File: config.mk
export PLATFORM = sky130hd
export DESIGN_NAME = bp_fe_bp_update_queue
export DESIGN_NICKNAME = d
export VERILOG_FILES = /design/src/rtl/bp_fe_pkg.sv /design/src/rtl/bp_fe_bp_update_fifo.sv /design/src/rtl/bp_fe_bp_update_queue.sv
export SDC_FILE = /design/constraint.sdc
export NUM_CORES = 1
export LEC_CHECK = 0
export CORE_MARGIN = 5
export CORE_UTILIZATION = 49
export CTS_BUF_LIST = sky130_fd_sc_hd__clkbuf_8
export DETAILED_ROUTE_END_ITERATION = 16
export MAX_ROUTING_LAYER = met4
export PLACE_DENSITY_LB_ADDON = 0.2
export SYNTH_ARGS = -nofsm -noshare
export SYNTH_HDL_FRONTEND = slang
export SYNTH_SLANG_ARGS = --single-unit
File: constraint.sdc
create_clock -name clk_i -period 2 [get_ports clk_i]
set_clock_uncertainty 0.05 [all_clocks]
set_input_delay 0.2 -clock clk_i [delete_from_list [all_inputs] [get_ports clk_i]]
set_output_delay 0.2 -clock clk_i [all_outputs]
set_load 0.005 [all_outputs]
File: src/rtl/bp_fe_pkg.sv
// Shared front-end branch-predictor types and default sizing.
`ifndef BP_FE_PKG_SV
`define BP_FE_PKG_SV

`define BP_FE_DECLARE_BHT_UPDATE_S(idx_width_mp) \
   typedef struct packed { \
      logic [idx_width_mp-1:0] idx; \
      logic                    correct; \
   } bp_fe_bht_update_s

package bp_fe_pkg;
   localparam int bp_fe_bht_idx_width_dflt = 8;
   localparam int bp_fe_upd_els_dflt       = 4;
   localparam int bp_fe_starve_cycles_dflt = 8;
endpackage

`endif

File: src/rtl/bp_fe_bp_update_fifo.sv
// Circular buffer of BHT updates with register storage and async head read.
// Latency: enqueued entry visible at the head one cycle later, never bypassed.
// Backpressure: caller must gate enq_i with ~full_o and deq_i with ~empty_o.
module bp_fe_bp_update_fifo
   import bp_fe_pkg::*;
#(
   parameter int width_p = bp_fe_bht_idx_width_dflt + 1,
   parameter int els_p   = bp_fe_upd_els_dflt,
   localparam int ptr_width_lp = $clog2(els_p),
   localparam int cnt_width_lp = $clog2(els_p + 1)
) (
   input  logic                    clk_i,
   input  logic                    reset_i,
   input  logic                    enq_i,
   input  logic [width_p-1:0]      data_i,
   input  logic                    deq_i,
   output logic [width_p-1:0]      data_o,
   output logic                    full_o,
   output logic                    empty_o,
   output logic [cnt_width_lp-1:0] count_o
);

   logic [width_p-1:0]      mem [els_p];
   logic [ptr_width_lp-1:0] wr_ptr;
   logic [ptr_width_lp-1:0] rd_ptr;
   logic [cnt_width_lp-1:0] count;

   always_ff @(posedge clk_i) begin
      if (reset_i) begin
         wr_ptr <= '0;
         rd_ptr <= '0;
         count  <= '0;
      end else begin
         // Power-of-two depth lets the pointers wrap by natural overflow.
         if (enq_i) wr_ptr <= wr_ptr + 1'b1;
         if (deq_i) rd_ptr <= rd_ptr + 1'b1;
         count <= count + cnt_width_lp'(enq_i) - cnt_width_lp'(deq_i);
      end
   end

   always_ff @(posedge clk_i) begin
      if (enq_i) mem[wr_ptr] <= data_i;
   end

   assign data_o  = mem[rd_ptr];
   assign full_o  = (count == cnt_width_lp'(els_p));
   assign empty_o = (count == '0);
   assign count_o = count;

endmodule

File: src/rtl/bp_fe_bp_update_queue.sv
// Queues backend branch resolutions and drains them into the BHT write port.
// Latency: >= 1 cycle enqueue to w_v_o; writes wait while the BHT is being read.
// Backpressure: upd_ready_o low when full; starvation guard stalls the reader.
module bp_fe_bp_update_queue
   import bp_fe_pkg::*;
#(
   parameter int bht_idx_width_p = bp_fe_bht_idx_width_dflt,
   parameter int els_p           = bp_fe_upd_els_dflt,
   parameter int starve_cycles_p = bp_fe_starve_cycles_dflt,
   localparam int cnt_width_lp    = $clog2(els_p + 1),
   localparam int starve_width_lp = $clog2(starve_cycles_p + 1)
) (
   input  logic                       clk_i,
   input  logic                       reset_i,
   input  logic                       upd_v_i,
   output logic                       upd_ready_o,
   input  logic [bht_idx_width_p-1:0] upd_idx_i,
   input  logic                       upd_correct_i,
   input  logic                       rd_busy_i,
   output logic                       rd_stall_o,
   output logic                       w_v_o,
   output logic [bht_idx_width_p-1:0] idx_w_o,
   output logic                       correct_o,
   output logic [cnt_width_lp-1:0]    count_o
);

   `BP_FE_DECLARE_BHT_UPDATE_S(bht_idx_width_p);

   bp_fe_bht_update_s          upd_entry, head_entry;
   logic                       enq, deq, full, empty, force_w;
   logic [starve_width_lp-1:0] starve_cnt;

   assign upd_entry = '{idx: upd_idx_i, correct: upd_correct_i};
   assign enq       = upd_v_i & ~full;

   bp_fe_bp_update_fifo #(
      .width_p (bht_idx_width_p + 1),
      .els_p   (els_p)
   ) fifo (
      .clk_i   (clk_i),
      .reset_i (reset_i),
      .enq_i   (enq),
      .data_i  (upd_entry),
      .deq_i   (deq),
      .data_o  (head_entry),
      .full_o  (full),
      .empty_o (empty),
      .count_o (count_o)
   );

   assign force_w     = (starve_cnt == starve_width_lp'(starve_cycles_p));
   assign deq         = ~empty & (~rd_busy_i | force_w);
   assign w_v_o       = deq;
   assign rd_stall_o  = deq & rd_busy_i;
   assign upd_ready_o = ~full;
   assign idx_w_o     = empty ? '0 : head_entry.idx;
   assign correct_o   = empty ? 1'b0 : head_entry.correct;

   // A head that is not dequeued implies a busy, unforced cycle, so count up.
   always_ff @(posedge clk_i) begin
      if (reset_i || deq || empty) starve_cnt <= '0;
      else if (!force_w)           starve_cnt <= starve_cnt + 1'b1;
   end

`ifndef SYNTHESIS
   a_hold_idx: assert property (@(posedge clk_i) disable iff (reset_i)
      (upd_v_i & ~upd_ready_o) |=> $stable(upd_idx_i));
   a_count_max: assert property (@(posedge clk_i) disable iff (reset_i)
      count_o <= cnt_width_lp'(els_p));
`endif

endmodule

==> flow_summary.ini <==
[floorplan]
num_rows = 23
fp.dieW_um = 74.44
design.die.area_um2 = 5541
fp.coreArea_um2 = 4000
die_height_um = 74.44
boundary_pin_count = 28
effective_utilization_at_floorplan_pct = 50.86

[timing]
period_minus_slack_ps = 2039
post_route_setup_slack_ps = -39.24
timing.final.max_slew_violations = 0
grt_setup_unrepaired = true
worst_slew_margin_rel_pct = 76.92
post-route-period-util_pct = 102.0
max_freq_mhz = 490.4
setup_viol = 1
worst_pin_slew_ps = 345.1
report.final.hold_viol_count = 0
whs_ps = 476.9

[hold_path]
holdCritPathClass = register to register
hp-start = starve_cnt[3]
hold-path-cell-count = 2
timing.hold.worst_endpoint = starve_cnt[3]

[worst_setup_path]
timing.critical_path.to_type = register
worst_r2r_path_depth = 11
launching_element_type_of_the_critical_path = register
reg2reg_from = starve_cnt[1]
worstPathBufferInverterCount = 2
r2r_setup_slack_ps = -40
worst_path_dominant_cell_family = adder cells
crit_path_top_delay_cell = fa_2
crit_arrival_ps = 2160
cp_data_required_time_ps = 2120
longest_individual_stage_delay_on_the_worst_path_ps = 350
crit_path_cell_trace = inv_2 -> ha_4 -> nand3b_1 -> a21oi_2 -> ha_1 -> inv_1 -> ha_2 -> fa_2 -> xnor2_2 -> xnor2_1 -> nor2_1
crit_fanout = 2
reg2reg_to = fifo.count_o[2]
critical_path_class = register to register

[global_routing]
maximum_number_of_pins_on_one_net_before_global_route_repair = 15
via_count_of_the_first_global_routing_pass = 1247
grtUsageTotal_pct = 15.01
initial_antenna_violation_count = 0
first_pass_grt_wire_length_mm = 5.830
gr-total-overflow = 0

[synthesis]
syn-num-nets = 152
ys_types = 27
netlist.area_leader.share_pct = 53.14
postSynthCellCount = 130
post_synth_main_area_contributors = edfxtp_1, dfxtp_1, mux4_2
yosys_warnings = 0
synth-edff-count = 36
asyncSetResetFlopFracSynth_pct = 0
synth_sequential_area_ratio_pct = 65.93
mappedNetlistArea_um2 = 2034
number_of_flip_flops_and_latches_in_the_synthesized_netlist = 49
post_synth.cell_area_avg_um2 = 15.65
synth_ff_type = edfxtp_1
netlist.top_cell.by_area = edfxtp_1

[run]
maxCapViolCount = 0

[clocking]
postCtsHoldBufs = 0
cts_made_buffers = 5
clock_sink_count = 49
cts.root.buffer_cell = clkbuf_8
cts-htree-levels = 2
clk_pin_slew_worst_paths_ps = 80
tritoncts = yes
clk_latency_ps = 280
cts_buffer_depth = 2

[run_status]
failed_checks = setup timing
outcome = finished with violations

[finish]
finish.instance_area_um2 = 2731
most-common-layout-cells = edfxtp_1, buf_4, clkdlybuf4s50_1
layout-drive-gt1-share_pct = 36.36
mostFrequentLayoutCell = edfxtp_1
n_antenna_cell = 0
post_synthesis_to_final_layout_area_growth_pct = 34.26
filler_cell_count = 283
final_net_count = 208

[routing]
route.detailed.wl_per_inst_um = 15.11
via_per_inst = 5.017
drt_iter0_markers = 91
dr_total_vias = 1189
first_pass_iters = 4
postRouteWirelength_mm = 3.581
route.antenna.remaining_nets = 0
drc = 0

[placement]
detailed_place.area_um2 = 2510
finalWeightedCongestion = 0.7623
dp_hpwl_mm = 2.514
port_buffers = 27

[pwr]
total_power_mw = 3.139
power_density_nw_per_um2 = 1149
worst_ir_drop_vdd_uv = 701.4
power.static_leakage_nw = 1.053
layout make-up:
cell class	instances	area [um^2]	area share, %
sequential	49	1348	49.34
multi-input combinational	65	668.1	24.46
timing repair buffer	53	501.7	18.37
clock buffer	5	68.82	2.519
tap	50	62.56	2.290
inverter	12	45.04	1.649
clock inverter	3	37.54	1.374
where the power goes:
part           internal (mW)  leakage, nW  switching, mW
registers               1.22        0.438         0.0597
clock network          0.364       0.0570          0.287
logic                  0.744        0.559          0.461
total                   2.33         1.05          0.808
state kept, by name, summed over array words and instances (netlist names), named ones only:
register      cells
fifo.wr_ptr       2
starve_cnt        4
fifo.count_o      3
fifo.rd_ptr       2
fifo.mem         36
through the flow:
step	util [%]	worst slack, ps	cells	TNS (ps)
6_report	68.28	-39.24	237	-39.24
5_1_grt	68.28	-175.5	237	-301.3
3_5_place_dp	62.75	-171.9	220	-218.9
3_3_place_gp	62.75	-127.8	220	-128.4
4_1_cts	66.81	-89.28	233	-457.8
2_1_floorplan	-	-77.05	130	-112.4
worst reg2reg max path: cells and delay by family, from the launching register on:
kind / cells / cell delay [ps]
compound gates: 1 / 80
xor+xnor: 2 / 270
fa+ha+maj: 4 / 920
buf+inv: 2 / 80
flops: 1 / 340
simple gates: 2 / 170
repair_timing:
action	in CTS	in global routing
pin swaps	4	2
gates resized for setup	12	24
setup endpoints to repair	11	10
buffers inserted	4	4
cloned	1	0
cells in the mapped netlist (2+ instances only):
cell	count
and3_1	4
a21oi_1	2
and2_1	10
mux2_2	3
ha_1	8
nor2_1	9
inv_1	12
o21ai_0	2
dfxtp_1	13
mux4_2	9
nand3_1	3
nor2b_1	3
edfxtp_1	36
xnor2_1	3
layer usage:
layer  global-route usage (%)  up-vias  wire, um
met5                        -        -         0
met4                    5.336        0        25
met3                    3.514        2       152
met2                    25.76       22      1974
met1                    17.14      585      1427
li1                         -      580         -
logic make-up after synthesis:
group,count (synthesis),synth area share [%]
flops,49,65.93
simple gates,34,9.594
buf+inv,16,3.443
mux,12,11.62
fa+ha+maj,9,5.904
compound gates,6,1.784
xor+xnor,4,1.722
worst max-delay path by stage:
stage	start	endpoint	cells after the start
2_1_floorplan	starve_cnt[0]	fifo.count_o[2]	11
3_3_place_gp	rd_busy_i	fifo.count_o[2]	9
3_5_place_dp	rd_busy_i	fifo.count_o[2]	9
4_1_cts	register	correct_o	4
5_1_grt	starve_cnt[1]	fifo.count_o[2]	11
6_report	starve_cnt[1]	fifo.count_o[2]	11
Power figures use the tool's default switching activity.
